==> src/rtl/instruction_fetch_stage.sv <==
// ---------------------------------------------------------------------------
// instruction_fetch_stage
//
// Front-end fetch stage. Generates the fetch PC, issues pipelined requests to
// the instruction cache, buffers in-order cache responses in a small FIFO and
// presents one {PC, instruction} pair per cycle to the decoding stage through
// an output pipeline register. Handles stall, clear (bubble) and taken-branch
// redirect, including dropping stale in-flight cache responses.
//
// Ports:
//   CLK                 in   1   clock, all state updates on rising edge
//   RST                 in   1   synchronous active-high reset
//   STALL_FETCH_STAGE   in   1   hold output register, no FIFO pop
//   CLEAR_FETCH_STAGE   in   1   load bubble into output register
//   BRANCH_TAKEN        in   1   redirect fetch to BRANCH_TARGET, flush
//   BRANCH_TARGET       in   32  redirect address
//   ICACHE_REQUEST      out  1   fetch request valid
//   ICACHE_ADDRESS      out  32  fetch address, word aligned
//   ICACHE_READY        in   1   cache accepts request this cycle
//   ICACHE_VALID        in   1   response valid, in request order
//   ICACHE_INSTRUCTION  in   32  response data
//   PC_OUT              out  32  registered PC to decoding stage
//   INSTRUCTION         out  32  registered instruction to decoding stage
//   INSTRUCTION_VALID   out  1   1 = real instruction, 0 = bubble
//
// Handshake: a request transfers on a rising edge where ICACHE_REQUEST and
// ICACHE_READY are both 1; REQUEST never depends on READY. Responses have no
// ready: the credit rule (in-flight + buffered < FIFO_DEPTH) guarantees a free
// FIFO slot for every response, so ICACHE_VALID is always accepted.
// ---------------------------------------------------------------------------
module instruction_fetch_stage #(
  parameter logic [31:0] PC_RESET   = 32'h0000_0000,
  parameter logic [31:0] NOP        = 32'h0000_0013,
  parameter int          FIFO_DEPTH = 4
) (
  input  logic        CLK,
  input  logic        RST,
  input  logic        STALL_FETCH_STAGE,
  input  logic        CLEAR_FETCH_STAGE,
  input  logic        BRANCH_TAKEN,
  input  logic [31:0] BRANCH_TARGET,
  output logic        ICACHE_REQUEST,
  output logic [31:0] ICACHE_ADDRESS,
  input  logic        ICACHE_READY,
  input  logic        ICACHE_VALID,
  input  logic [31:0] ICACHE_INSTRUCTION,
  output logic [31:0] PC_OUT,
  output logic [31:0] INSTRUCTION,
  output logic        INSTRUCTION_VALID
);

  localparam int AW = $clog2(FIFO_DEPTH);
  localparam int CW = AW + 1;
  localparam logic [CW-1:0] ONE   = CW'(1);
  localparam logic [CW:0]   LIMIT = (CW + 1)'(FIFO_DEPTH);

  // Fetch-side state
  logic [31:0]   fetch_pc;
  logic [31:0]   resp_pc;      // PC of the next non-stale response
  logic [CW-1:0] outstanding;  // all in-flight requests, stale ones included
  logic [CW-1:0] discard;      // subset of outstanding that must be dropped

  // Response FIFO
  logic [31:0]   fifo_pc   [FIFO_DEPTH];
  logic [31:0]   fifo_data [FIFO_DEPTH];
  logic [AW-1:0] rd_ptr;
  logic [AW-1:0] wr_ptr;
  logic [CW-1:0] count;

  logic [31:0] branch_pc;
  logic        credit_ok;
  logic        handshake;
  logic        push;
  logic        pop;
  logic [CW-1:0] outstanding_dec;
  logic [CW-1:0] outstanding_next;

  assign branch_pc = {BRANCH_TARGET[31:2], 2'b00};
  assign credit_ok = ({1'b0, outstanding} + {1'b0, count}) < LIMIT;

  assign ICACHE_REQUEST = !RST && !BRANCH_TAKEN && credit_ok;
  assign ICACHE_ADDRESS = fetch_pc;

  assign handshake = ICACHE_REQUEST && ICACHE_READY;
  assign push      = ICACHE_VALID && !BRANCH_TAKEN && (discard == '0);
  assign pop       = !BRANCH_TAKEN && !CLEAR_FETCH_STAGE && !STALL_FETCH_STAGE &&
                     (count != '0);

  always_comb begin
    outstanding_dec  = outstanding;
    outstanding_next = outstanding;
    // Guard against a response with nothing in flight so the counter
    // cannot wrap.
    if (ICACHE_VALID && (outstanding != '0)) begin
      outstanding_dec = outstanding - ONE;
    end
    outstanding_next = outstanding_dec;
    if (handshake) begin
      outstanding_next = outstanding_dec + ONE;
    end
  end

  // Fetch PC, in-flight accounting and response PC tracker
  always_ff @(posedge CLK) begin
    if (RST) begin
      fetch_pc    <= PC_RESET;
      resp_pc     <= PC_RESET;
      outstanding <= '0;
      discard     <= '0;
    end else begin
      outstanding <= outstanding_next;
      if (BRANCH_TAKEN) begin
        fetch_pc <= branch_pc;
        resp_pc  <= branch_pc;
        // Every request still in flight after this edge is stale: the old
        // discard backlog plus all live requests, minus a response consumed
        // this cycle (which is itself dropped).
        discard  <= outstanding_dec;
      end else begin
        if (handshake) begin
          fetch_pc <= fetch_pc + 32'd4;
        end
        if (ICACHE_VALID && (discard != '0)) begin
          discard <= discard - ONE;
        end
        if (push) begin
          resp_pc <= resp_pc + 32'd4;
        end
      end
    end
  end

  // FIFO storage; no reset needed, pointers and count qualify the contents
  always_ff @(posedge CLK) begin
    if (push) begin
      fifo_pc[wr_ptr]   <= resp_pc;
      fifo_data[wr_ptr] <= ICACHE_INSTRUCTION;
    end
  end

  // FIFO pointers and occupancy
  always_ff @(posedge CLK) begin
    if (RST || BRANCH_TAKEN) begin
      rd_ptr <= '0;
      wr_ptr <= '0;
      count  <= '0;
    end else begin
      if (push) begin
        wr_ptr <= wr_ptr + 1'b1;
      end
      if (pop) begin
        rd_ptr <= rd_ptr + 1'b1;
      end
      case ({push, pop})
        2'b10:   count <= count + ONE;
        2'b01:   count <= count - ONE;
        default: count <= count;
      endcase
    end
  end

  // Output register to the decoding stage. The head is read before any
  // same-edge push lands, so a response never bypasses straight to decode.
  always_ff @(posedge CLK) begin
    if (RST || BRANCH_TAKEN || CLEAR_FETCH_STAGE) begin
      PC_OUT            <= 32'h0;
      INSTRUCTION       <= NOP;
      INSTRUCTION_VALID <= 1'b0;
    end else if (!STALL_FETCH_STAGE) begin
      if (pop) begin
        PC_OUT            <= fifo_pc[rd_ptr];
        INSTRUCTION       <= fifo_data[rd_ptr];
        INSTRUCTION_VALID <= 1'b1;
      end else begin
        PC_OUT            <= 32'h0;
        INSTRUCTION       <= NOP;
        INSTRUCTION_VALID <= 1'b0;
      end
    end
  end

endmodule

==> config.mk <==
export PLATFORM = sky130hd
export DESIGN_NAME = instruction_fetch_stage
export DESIGN_NICKNAME = d
export VERILOG_FILES = /design/src/rtl/instruction_fetch_stage.sv
export SDC_FILE = /design/constraint.sdc
export NUM_CORES = 1
export LEC_CHECK = 0
export BUFFER_PORTS_ARGS = -buffer_cell sky130_fd_sc_hd__clkbuf_2
export CAP_MARGIN = 20
export CORE_ASPECT_RATIO = 1.25
export CORE_MARGIN = 5
export CORE_UTILIZATION = 45
export CTS_CLUSTER_DIAMETER = 30
export CTS_CLUSTER_SIZE = 25
export DETAILED_ROUTE_END_ITERATION = 7
export GPL_TIMING_DRIVEN = 1
export SYNTH_ARGS = -nofsm -noshare
export SYNTH_HDL_FRONTEND = slang
export SYNTH_SLANG_ARGS = --single-unit
==> constraint.sdc <==
create_clock -name CLK -period 5.45 [get_ports CLK]
set_clock_uncertainty 0.05 [all_clocks]
set_input_delay 1.09 -clock CLK [delete_from_list [all_inputs] [get_ports CLK]]
set_output_delay 1.09 -clock CLK [all_outputs]
set_load 0.03 [all_outputs]
==> flow_summary.ini <==
[yosys]
synthCells = 1043
yosys.area_share.simple_pct = 9.06
ys_ff_latch = 386
synth_cell_types = 56
avgSynthCellArea_um2 = 14.5
synth_edf_count = 248
muxShareOfSynthArea_pct = 9.64
async_flop_share_pct = 0
synth_area_mm2 = 0.0152
synth-adder-area-share_pct = 1.29
synth-compound-area-share_pct = 7.32
synth_warnings = 0
ys_seq_area_share_pct = 67.4
dominantRegCellSynth = edfxtp_1
synth_xor_area_share_pct = 2.77
synth_top_family_by_area = multiplexers

[timing]
slew_violations = 0
period_minus_slack_ns = 3.36
rsz0062_at_grt = no
tns_ns = 0
fmax_mhz = 298
final_hold_viol_count = 0
worst_pin_slew_ns = 1.01
slew_headroom_pct = 32.4
hold_slack_ns = 0.419
fin_ws_ns = 2.09
finalSetupViolations = 0
finalCritPeriodShare_pct = 61.7

[die]
core-area_mm2 = 0.0334
die_h_um = 215
start_util_pct = 45.4
pin_count = 169
die-area_mm2 = 0.0375
std_cell_rows = 75
fp.dieW_um = 174

[worst_setup_path]
max_stage_delay_ns = 0.46
required_ns = 4.31
worstPathMaxFanout = 13
criticalPathCategory = in -> out
critPathLaunchType = input pin
end_kind = primary output
path_cells = clkbuf_2 -> or2_2 -> nor3_1 -> clkbuf_2
crit_arrival_ns = 2.22
cp_common_cell = clkbuf_2
crit_slowest_cell = or2_2

[layout]
n_antenna_cell = 0
layout_common_cells = edfxtp_1, clkbuf_2, dfxtp_1
fill_cells = 2741
design_area_mm2 = 0.0186
areaGrowthSynthToFinish_pct = 22.5
finalNetCount = 1314
final_common_cell = edfxtp_1
drive_above_1_share_pct = 29.1

[grt]
grt_usage_pct = 18.0
grt-ovfl-total = 0
grt_max_degree = 63
grt_pass1_vias = 9911
antenna_found_initial = 0
grt_pass1_wl_um = 53600

[drt]
drc = 0
wl_per_cell_um = 19.7
totalWireLength_um = 33500
drt-pass1-iter-count = 5
num_vias = 9418
initialDrtViolationCount = 596
drtAntennaViolNets = 0
viasPerCell = 5.53

[placed_design]
place_area_mm2 = 0.0164
port_buffers = 162
place_hpwl_um = 20700
routabilityCongestion = 0.848
place_ws_ns = 1.85

[clocking]
ctsHoldBuffers = 0
cts_tree = yes
htree_levels = 3
postCtsSetupBuffers = 0
cts_root_buf = clkbuf_16
clk_latency_ns = 0.55
clk_pin_slew_worst_paths_ns = 0.05
cts_buffers = 66
cts_sinks = 386
cts_resized = 0
clk_path_buf_depth = 3

[power]
power_density_mw_per_mm2 = 420
power.leakage_nw = 6.52
ir_worst_vdd_v = 0.000256

[run]
drv_cap = 0

[run_status]
run_status = finished, final reports clean

[worst_hold_path]
min_path_type = reg -> reg
==> worst paths after layout <==
check / from / endpoint / slack, ns / depth (start not counted)
max: BRANCH_TAKEN / ICACHE_REQUEST / 2.09 / 4
min: INSTRUCTION_VALID / INSTRUCTION_VALID / 0.42 / 2
max reg2reg: discard[0] / fifo_pc[1][14] / 2.63 / 6
min reg2reg: INSTRUCTION_VALID / INSTRUCTION_VALID / 0.42 / 2
==> routing by layer <==
layer	global-route usage, %	wire (µm)	vias up
met3	3.41	1850	44
li1	-	-	4390
met2	31.1	17100	286
met5	0	0	-
met4	6.15	646	0
met1	22.7	13900	4698
==> report_power, final <==
part / internal, mW / switching, mW / leakage, nW
Combinational: 0.189 / 0.305 / 2.07
Sequential: 3.25 / 0.0842 / 3.39
Clock: 2.52 / 1.44 / 1.07
==> flip-flops by register name, summed over array words and instances, names as in the netlist, named ones only <==
| signal | count |
|---|---|
| fifo_pc | 120 |
| wr_ptr | 2 |
| INSTRUCTION | 32 |
| fifo_data | 128 |
| resp_pc | 30 |
| INSTRUCTION_VALID | 1 |
| rd_ptr | 2 |
| count | 3 |
| PC_OUT | 30 |
| discard | 3 |
| outstanding | 3 |
| ICACHE_ADDRESS | 30 |
==> synthesized netlist by cell type, types with 3 or more instances <==
cell type  count  area share (%)
a22oi_1       59             2.9
buf_1          3           0.074
or3_1          9            0.37
nand2b_1       3            0.12
nor3_1         7            0.23
a211oi_1      17            0.84
nand4_1       25             1.0
xnor2_1       17            0.98
a21oi_1       29            0.96
buf_2          9            0.30
nand3_1       29            0.96
nand2_1       46             1.1
mux2_2         4            0.30
a311oi_1       4            0.23
and4_1         9            0.52
o211ai_1       6            0.30
dfxtp_1      138              18
a21boi_0      13            0.64
xor2_1        31             1.8
a31oi_1        5            0.21
nor2_1       108             2.7
o21ai_0       10            0.33
o21a_1         3            0.15
ha_1          14             1.2
and2_1         5            0.21
o22ai_1        3            0.12
inv_1         30            0.74
mux4_2        62             9.2
o311ai_0       3            0.17
buf_4          5            0.25
or4_1          4            0.20
clkbuf_1      46             1.1
edfxtp_1     248              49
and3_1         9            0.37
==> stage by stage <==
stage               cells  util (%)  power [mW]
floorplan            1046         -        3.71
global placement     1583      49.0        3.87
detailed placement   1583      49.0        3.89
CTS                  1704      55.6        7.89
global route         1704      55.6        8.10
finish               1704      55.6        7.79
==> cell type report <==
cell class              instances  area [µm²]  share of cell area [%]
flip-flops and latches        386       10200                    55.0
multi-input cells             566        4580                    24.7
well taps                     423         529                    2.85
clock buffers                  80        1820                    9.81
repair buffers                177         936                    5.04
clock inverters                41         368                    1.98
inverters                      31         116                   0.627
==> cell families (layout without fill, tap and decap cells) <==
group                    after synthesis  in the layout
flip-flops                           386            386
AND/OR/NAND/NOR                      271            271
AO/OA/AOI/OAI                        160            160
buffers and inverters                 94            329
multiplexers                          68             68
XOR/XNOR                              48             48
adder cells (fa/ha/maj)               15             15
other                                  1              4
==> worst max-delay path, delay by kind of cell <==
| kind | cells | cell delay (ns) |
|---|---|---|
| and+or+nand+nor | 2 | 0.77 |
| buffers and inverters | 2 | 0.36 |
No activity file was read; power rests on OpenSTA's default activity.
